$ cat src/rtl/lp_ser_word_feeder_if.sv
// Upstream valid/ready word stream feeding the serializer word feeder.
interface lp_ser_word_feeder_if #(
   parameter int WIDTH = 16
);
   logic [WIDTH-1:0] data;
   logic             valid;
   logic             ready;

   // Upstream source drives data/valid and observes ready.
   modport master (output data, output valid, input ready);
   // Feeder accepts data/valid and reports ready.
   modport slave  (input data, input valid, output ready);
endinterface

$ cat src/rtl/lp_ser_word_feeder.sv
// Word feeder for the 16:1 low-power tree serializer. Buffers upstream words
// in a small FIFO and presents one word on o_par_out per serializer word
// period, substituting idle or training patterns as required.
module lp_ser_word_feeder #(
   parameter int               WIDTH         = 16,
   parameter int               WORD_CYCLES   = 8,
   parameter int               DEPTH         = 4,
   parameter logic [WIDTH-1:0] IDLE_PATTERN  = 16'h0000,
   parameter logic [WIDTH-1:0] TRAIN_PATTERN = 16'hF0CA
) (
   input  logic                     i_clk,
   input  logic                     i_rst_n,
   input  logic                     i_enable,
   input  logic                     i_train,
   input  logic                     i_clr_underrun,
   lp_ser_word_feeder_if.slave      s_in,
   output logic [WIDTH-1:0]         o_par_out,
   output logic                     o_word_strobe,
   output logic [$clog2(DEPTH):0]   o_fifo_level,
   output logic [7:0]               o_underrun_cnt
);

   localparam int AW = $clog2(DEPTH);
   localparam int PW = $clog2(WORD_CYCLES);
   localparam logic [PW-1:0] LAST_PHASE = PW'(WORD_CYCLES - 1);

   localparam logic [1:0] ST_OFF   = 2'd0;
   localparam logic [1:0] ST_TRAIN = 2'd1;
   localparam logic [1:0] ST_DATA  = 2'd2;

   logic [1:0]        r_rst_sync;
   logic              w_rst_n;

   logic [WIDTH-1:0]  r_mem [DEPTH];
   logic [AW-1:0]     r_wr_ptr;
   logic [AW-1:0]     r_rd_ptr;
   logic [AW:0]       r_count;
   logic              w_full;
   logic              w_empty;
   logic              w_push;
   logic              w_pop;
   logic [WIDTH-1:0]  w_head;

   logic [PW-1:0]     r_phase;
   logic              w_load;
   logic [1:0]        r_state;
   logic [1:0]        w_state_next;
   logic              w_train_load;
   logic              w_data_load;
   logic              w_underrun;

   logic [WIDTH-1:0]  r_par_out;
   logic              r_strobe;
   logic [7:0]        r_underrun_cnt;

   // Reset asserts immediately but releases two clocks later, synchronously.
   always_ff @(posedge i_clk or negedge i_rst_n) begin
      if (!i_rst_n) r_rst_sync <= 2'b00;
      else          r_rst_sync <= {r_rst_sync[0], 1'b1};
   end
   assign w_rst_n = r_rst_sync[1];

   // FIFO flags; ready depends only on occupancy, so a full FIFO never takes a push.
   assign w_full     = (r_count == (AW+1)'(DEPTH));
   assign w_empty    = (r_count == '0);
   assign s_in.ready = !w_full;
   assign w_push     = s_in.valid && !w_full;
   assign w_head     = r_mem[r_rd_ptr];

   // A load event happens on the last cycle of each word period.
   assign w_load = i_enable && (r_phase == LAST_PHASE);

   // Next state: ENABLE low forces OFF at once; otherwise move only on loads.
   always_comb begin
      w_state_next = r_state;
      if (!i_enable) begin
         w_state_next = ST_OFF;
      end else if (w_load) begin
         case (r_state)
            ST_OFF, ST_TRAIN, ST_DATA: w_state_next = i_train ? ST_TRAIN : ST_DATA;
            default:                   w_state_next = ST_OFF;
         endcase
      end
   end

   // The load already follows the rules of the state being entered.
   assign w_train_load = w_load && (w_state_next == ST_TRAIN);
   assign w_data_load  = w_load && (w_state_next == ST_DATA);
   assign w_pop        = w_data_load && !w_empty;
   assign w_underrun   = w_data_load && w_empty;

   // FIFO storage; contents need no reset because pointers define validity.
   always_ff @(posedge i_clk) begin
      if (w_push) r_mem[r_wr_ptr] <= s_in.data;
   end

   // FIFO pointers and occupancy; push and pop together leave the level unchanged.
   always_ff @(posedge i_clk or negedge w_rst_n) begin
      if (!w_rst_n) begin
         r_wr_ptr <= '0;
         r_rd_ptr <= '0;
         r_count  <= '0;
      end else begin
         if (w_push) r_wr_ptr <= r_wr_ptr + AW'(1);
         if (w_pop)  r_rd_ptr <= r_rd_ptr + AW'(1);
         if (w_push && !w_pop)      r_count <= r_count + (AW+1)'(1);
         else if (!w_push && w_pop) r_count <= r_count - (AW+1)'(1);
      end
   end

   // Phase counter wraps every word period and is parked at 0 while disabled.
   always_ff @(posedge i_clk or negedge w_rst_n) begin
      if (!w_rst_n)      r_phase <= '0;
      else if (!i_enable || w_load) r_phase <= '0;
      else               r_phase <= r_phase + PW'(1);
   end

   // State register.
   always_ff @(posedge i_clk or negedge w_rst_n) begin
      if (!w_rst_n) r_state <= ST_OFF;
      else          r_state <= w_state_next;
   end

   // Output word register; changes only on loads or when forced idle by ENABLE low.
   always_ff @(posedge i_clk or negedge w_rst_n) begin
      if (!w_rst_n) begin
         r_par_out <= IDLE_PATTERN;
         r_strobe  <= 1'b0;
      end else begin
         r_strobe <= w_load;
         if (!i_enable)         r_par_out <= IDLE_PATTERN;
         else if (w_train_load) r_par_out <= TRAIN_PATTERN;
         else if (w_pop)        r_par_out <= w_head;
         else if (w_underrun)   r_par_out <= IDLE_PATTERN;
      end
   end

   // Saturating underrun counter; a clear beats a coincident underrun.
   always_ff @(posedge i_clk or negedge w_rst_n) begin
      if (!w_rst_n)                             r_underrun_cnt <= 8'd0;
      else if (i_clr_underrun)                  r_underrun_cnt <= 8'd0;
      else if (w_underrun && r_underrun_cnt != 8'hFF) r_underrun_cnt <= r_underrun_cnt + 8'd1;
   end

   assign o_par_out      = r_par_out;
   assign o_word_strobe  = r_strobe;
   assign o_fifo_level   = r_count;
   assign o_underrun_cnt = r_underrun_cnt;

endmodule

$ cat src/flat_wrapper.sv
// flat-port wrapper written by rule: the top's interface ports become plain ports
module lp_ser_word_feeder_flat 
#(
   parameter int               WIDTH         = 16,
   parameter int               WORD_CYCLES   = 8,
   parameter int               DEPTH         = 4,
   parameter logic [WIDTH-1:0] IDLE_PATTERN  = 16'h0000,
   parameter logic [WIDTH-1:0] TRAIN_PATTERN = 16'hF0CA
)
  (i_clk, i_rst_n, i_enable, i_train, i_clr_underrun, o_par_out, o_word_strobe, o_fifo_level, o_underrun_cnt, s_in_data, s_in_valid, s_in_ready);
  lp_ser_word_feeder_if #(.WIDTH(WIDTH)) s_in_i ();
  input  logic i_clk;
  input  logic i_rst_n;
  input  logic i_enable;
  input  logic i_train;
  input  logic i_clr_underrun;
  output logic [WIDTH-1:0] o_par_out;
  output logic o_word_strobe;
  output logic [$clog2(DEPTH):0] o_fifo_level;
  output logic [7:0] o_underrun_cnt;
  input wire logic [$bits(s_in_i.data)-1:0] s_in_data;
  input wire logic [$bits(s_in_i.valid)-1:0] s_in_valid;
  output wire logic [$bits(s_in_i.ready)-1:0] s_in_ready;
  assign s_in_i.data = s_in_data;
  assign s_in_i.valid = s_in_valid;
  assign s_in_ready = s_in_i.ready;
  lp_ser_word_feeder #(.WIDTH(WIDTH), .WORD_CYCLES(WORD_CYCLES), .DEPTH(DEPTH), .IDLE_PATTERN(IDLE_PATTERN), .TRAIN_PATTERN(TRAIN_PATTERN)) u_core (.i_clk(i_clk), .i_rst_n(i_rst_n), .i_enable(i_enable), .i_train(i_train), .i_clr_underrun(i_clr_underrun), .s_in(s_in_i), .o_par_out(o_par_out), .o_word_strobe(o_word_strobe), .o_fifo_level(o_fifo_level), .o_underrun_cnt(o_underrun_cnt));
endmodule
$ cat config.mk
export PLATFORM = sky130hd
export DESIGN_NAME = lp_ser_word_feeder_flat
export DESIGN_NICKNAME = d
export VERILOG_FILES = /design/src/rtl/lp_ser_word_feeder_if.sv /design/src/rtl/lp_ser_word_feeder.sv /design/src/flat_wrapper.sv
export SDC_FILE = /design/constraint.sdc
export NUM_CORES = 1
export LEC_CHECK = 0
export CAP_MARGIN = 30
export CORE_MARGIN = 2
export CORE_UTILIZATION = 40
export DETAILED_ROUTE_END_ITERATION = 12
export GPL_ROUTABILITY_DRIVEN = 0
export GPL_TIMING_DRIVEN = 0
export PLACE_DENSITY_LB_ADDON = 0.15
export REMOVE_ABC_BUFFERS = 1
export SLEW_MARGIN = 5
export SYNTH_ARGS = -nofsm -noshare
export SYNTH_HDL_FRONTEND = slang
export SYNTH_SLANG_ARGS = --single-unit
$ cat constraint.sdc
create_clock -name i_clk -period 1.1 [get_ports i_clk]
set_input_delay 0.11 -clock i_clk [delete_from_list [all_inputs] [get_ports i_clk]]
set_output_delay 0.11 -clock i_clk [all_outputs]
set_load 0.005 [all_outputs]
# == Word level (Yosys, flattened, before mapping) ==
# Memory sizes are Yosys's and may differ from the RTL's.
# Cells that the tools add are included.
# word_totals
register_bits,39
latch_bits,0
ramBits,64
mem_bits_ro,0
input_bits,22
out_inout_bits,29
memories,1
# memory_table
name,depth,word_bits,read_ports,rd_clocked_by_memory_dff,write_ports,line_no,text
u_core.r_mem,4,16,1,0,1,lp_ser_word_feeder.sv:34,logic [WIDTH-1:0] r_mem [DEPTH];
# classes
addsub,6
mul,0
div_mod_pow,0
n_lt_le_gt_ge,0
eq_ne,8
n_shift,0
mux,15
bitwise,0
reduce_logical,20
# op_table
op,count
2-to-1 mux 16 bit,4
2-to-1 mux 8 bit,2
logical AND 1 bit,9
2-to-1 mux 3 bit,3
"adder 8 x 1 -> 8 bit, second input constant",1
2-to-1 mux 2 bit,4
"!= test 8 bit, second input constant",1
"adder 3 x 1 -> 3 bit, second input constant",2
"== test 3 bit, second input constant",2
logical NOT 1 bit,5
"adder 2 x 1 -> 2 bit, second input constant",2
"== test 2 x 1 -> 1 bit, second input constant",2
"== test 2 bit, second input constant",2
"!= test 4 x 1 -> 1 bit, second input constant",1
nonzero test 2 bit,2
logical NOT 3 bit,1
OR reduction 3 bit,1
"subtractor 3 x 1 -> 3 bit, second input constant",1
logical NOT 2 bit,1
2-to-1 mux 1 bit,2
logical OR 1 bit,1

# == Depth between registers and ports, before layout ==
# depth
depth_word,12
mapped_depth,12

# == Worst setup path after synthesis ==
# Ideal clock, no wire load.
# synth_path
path_type,register -> register
startpoint,reg u_core.r_phase[0]
endpoint,reg u_core.r_count[1] (netlist: u_core.o_fifo_level[1])
t_arrival_ns,2.638
setup_slack_ns,-1.663
path_stages_with_launch,11
n_path_buf,1
synth_period_minus_slack_ns,2.763
path_cell_list,dfrtp_1 -> ha_1 -> ha_1 -> nand2_1 -> nor4_2 -> clkbuf_1 -> inv_1 -> ha_1 -> inv_1 -> fa_1 -> mux2_2
# synth_via
elab_chain_cells,10
# synth_lines
item,line_no,text
"start, declared",lp_ser_word_feeder.sv:44,logic [PW-1:0] r_phase;
"start signal, assigned",lp_ser_word_feeder.sv:115,else r_phase <= r_phase + PW'(1);
== test 3 bit *,lp_ser_word_feeder.sv:71,assign w_load = i_enable && (r_phase == LAST_PHASE);
logical AND 1 bit *,lp_ser_word_feeder.sv:71,
2-to-1 mux 2 bit,lp_ser_word_feeder.sv:78,end else if (w_load) begin
2-to-1 mux 2 bit,lp_ser_word_feeder.sv:76,if (!i_enable) begin
== test 2 bit,lp_ser_word_feeder.sv:88,assign w_data_load = w_load && (w_state_next == ST_DATA);
logical AND 1 bit *,lp_ser_word_feeder.sv:88,
logical AND 1 bit *,lp_ser_word_feeder.sv:89,assign w_pop = w_data_load && !w_empty;
logical NOT 1 bit,lp_ser_word_feeder.sv:106,if (w_push && !w_pop) r_count <= r_count + (AW+1)'(1);
logical AND 1 bit,lp_ser_word_feeder.sv:106,
2-to-1 mux 3 bit or nonzero test 2 bit (tied branches),--,
"end signal, assigned",lp_ser_word_feeder.sv:106,
"end signal, assigned",lp_ser_word_feeder.sv:107,else if (!w_push && w_pop) r_count <= r_count - (AW+1)'(1);
"end, declared",lp_ser_word_feeder.sv:37,logic [AW:0] r_count;
# Every way passes the cells marked *; elsewhere a longest branch is shown, timed or not.
# A chain may end at the register's enable or synchronous reset.

# == Worst setup path after layout ==
# layout_path
startpoint,reg u_core.r_count[0] (netlist: u_core.o_fifo_level[0])
endpoint,reg u_core.r_underrun_cnt[5] (netlist: u_core.o_underrun_cnt[5])
# layout_via
elab_chain_cells,4
# layout_lines
item,line_no,text
logical NOT 3 bit,lp_ser_word_feeder.sv:65,assign w_empty = (r_count == '0);
logical AND 1 bit,lp_ser_word_feeder.sv:90,assign w_underrun = w_data_load && w_empty;
logical AND 1 bit,lp_ser_word_feeder.sv:142,else if (w_underrun && r_underrun_cnt != 8'hFF) r_underrun_cnt <= r_underrun_cnt + 8'd1;
nonzero test 2 bit (no line),--,
"end signal, assigned",lp_ser_word_feeder.sv:142,
"end, declared",lp_ser_word_feeder.sv:54,logic [7:0] r_underrun_cnt;
# No other way between the ends.

==> results.cfg <==
[floorplan]
num_io_pins = 51
die-area_um2 = 10900
core_um2 = 9774
die_h_um = 104.4
initial_core_util = 0.4124
dieWidth_um = 104.4
rows = 36

[global_routing]
grt_pass1_wl_um = 13800
gr-total-overflow = 0
grt_pass1_vias = 2556
track_usage = 0.1667
grt_max_degree = 25
antenna_found_initial = 0

[sta]
final.period_utilization = 2.057
hold_viol = 0
finClkSkew_ns = 0.01134
setup_slack_ns = -1.162
rsz0062_at_grt = yes
finalCriticalPeriod_ns = 2.262
setup_viol = 112
fmax_mhz = 442.0
slew_headroom = 0.5750
tightestPinTransition_ns = 0.6351
drv_slew = 0

[power_and_ir_drop]
p_per_area_nw_per_um2 = 1699
ir_drop_mv = 0.9405
power_uw = 9764
p_leak_uw = 0.002253

[clocking]
cts_tree = done
htree_levels = 3
numCtsBuffers = 9
clock-sinks = 103
clk_latency_ns = 0.36
cts.clk_slew.worst_paths_ns = 0.10
clk_path_buf_depth = 2
cts.root.buffer_cell = clkbuf_8

[yosys]
synth_top_area_share = 0.4767
synth_flop_cell = edfxtp_1
synth_warnings = 0
synthArstFlopShare = 0.3786
synth_edf_count = 64
synth-seq-cells = 103
synthCells = 227
netlist-cell-type-count = 40
post-synth-top-count-cell = edfxtp_1
synth_area_leaders = edfxtp_1 48%, dfrtp_1 24%, mux4_2 8.9%
synth_top_area_cell = edfxtp_1
synth_area_per_cell_um2 = 17.76
synthesis.area_um2 = 4031
synth.yosys.seq_area_share = 0.7188
ys_top_cells_by_count = 64 x edfxtp_1, 39 x dfrtp_1, 16 x mux4_2

[run_status]
violations = negative setup slack
status = complete, but fails checks

[drt]
wirelength_um = 8569
drt-wirelength-per-cell_um = 18.08
ant_nets = 0
met1_length_um = 3584
vias_per_cell = 5.072
firstDrtPassIters = 4
route.detailed.drc = 0
highest_layer = met4
wl_met2_um = 4639
drtIter0Drc = 60
vias = 2404
wl_met3_um = 248

[setup_path]
critPathKind = flip-flop to flip-flop
crit_path_end_kind = flip-flop
required_ns = 1.35
critPathLaunchType = flip-flop
path_max_fanout = 3
arrival_ns = 2.51

[final_layout]
area_growth_pct = 42.52
drive_gt1_frac = 0.4516
nets = 367
n_antenna_cell = 0
fillCellCount = 767

[placed_design]
numPortBuffers = 50
pre_cts_ws_ns = -1.599
dp_hpwl_um = 4587

[worst_hold_path]
hold_class = flip-flop to async pin

[flow_run]
maxCapViolCount = 0
[final cells by class]
type | count | area (um^2) | area share
Sequential cell | 103 | 2904 | 0.5054
Multi-Input combinational cell | 109 | 1306 | 0.2274
Timing Repair Buffer | 106 | 1117 | 0.1945
Tap cell | 133 | 166.4 | 0.02896
Clock buffer | 11 | 131.4 | 0.02287
Clock inverter | 5 | 88.84 | 0.01546
Inverter | 7 | 31.28 | 0.005444
[per-layer routing]
layer / global-route usage / vias up
met5: 0 / -
met4: 0.03764 / 0
met1: 0.2004 / 1237
li1: - / 1112
met3: 0.04198 / 7
met2: 0.3007 / 48
[path summary, 6_finish.rpt]
kind / from / endpoint / slack [ns] / cells past startpoint
min: u_core.r_rst_sync[1] / u_core.o_par_out[0] / 0.18 / 0
max: u_core.o_fifo_level[0] / u_core.o_underrun_cnt[5] / -1.16 / 4
max reg2reg: u_core.o_fifo_level[0] / u_core.o_underrun_cnt[5] / -1.16 / 4
max in group asynchronous: u_core.r_rst_sync[1] / u_core.o_fifo_level[0] / 0.45 / 1
min in group i_clk: u_core.r_rst_sync[0] / u_core.r_rst_sync[1] / 0.37 / 0
min reg2reg: u_core.r_rst_sync[1] / u_core.o_par_out[0] / 0.18 / 0
[worst max-delay path: stages (launching register included)]
cell and delay [ns]:
dfrtp_2 0.43, or4_4 0.54, or3_4 0.36, or4_4 0.52, mux2_4 0.31
[through the flow]
step                hold slack, ns  TNS (ns)  utilization  area, um^2  std cells
finish                      0.1774    -51.97       0.5878        5746        474
global route                0.2118    -56.96       0.5878        5746        474
CTS                         0.2008    -48.27       0.5739        5609        467
detailed placement          0.1992    -84.66       0.4848        4738        404
global placement            0.2811   -125.48       0.4770        4662        401
floorplan                  -0.1856    -57.98            -        3995        218
[sequential cells by signal, summed over array words and instances (netlist names)]
signal	cells
u_core.o_par_out	16
u_core.o_fifo_level	3
u_core.r_rd_ptr	2
u_core.r_phase	3
u_core.o_underrun_cnt	8
u_core.r_wr_ptr	2
u_core.r_rst_sync	2
u_core.r_state	2
u_core.o_word_strobe	1
u_core.r_mem	64
[where the power goes]
group / switching (uW) / internal, uW / leakage [uW]
Sequential: 199 / 4760 / 0.00111
Combinational: 1000 / 1230 / 0.00104
Clock: 1260 / 1310 / 0.000110
[layout by cell type (no fill, tap or decap), types with 8 or more instances in the layout]
cell	n
edfxtp_1	64
buf_4	17
dfrtp_1	34
buf_2	11
clkdlybuf4s50_1	23
mux4_2	16
a221o_1	8
a22o_1	8
clkbuf_8	9
buf_12	10
buf_6	31
[kinds of logic (layout without fill, tap and decap cells)]
group / after synthesis / in the layout / share of synthesized area
buffers and inverters: 16 / 129 / 0.01552
xor gates and xnor gates: 6 / 6 / 0.01304
AOI/OAI and AO/OA: 31 / 31 / 0.06146
and+or+nand+nor: 41 / 42 / 0.05990
DFF: 103 / 103 / 0.7188
muxes: 20 / 20 / 0.1006
other: 1 / 1 / 0.0009302
adders and majority gates: 9 / 9 / 0.02980
[timing repair]
item / CTS / global route
hold endpoints to repair: 2 / 0
pin swaps: 29 / 16
endpoints found under the setup margin: 130 / 117
gates resized for setup: 163 / 29
cloned: 1 / 0
setup buffers: 45 / 10
hold buffers: 1 / 0
No activity file was read; power rests on OpenSTA's default activity.
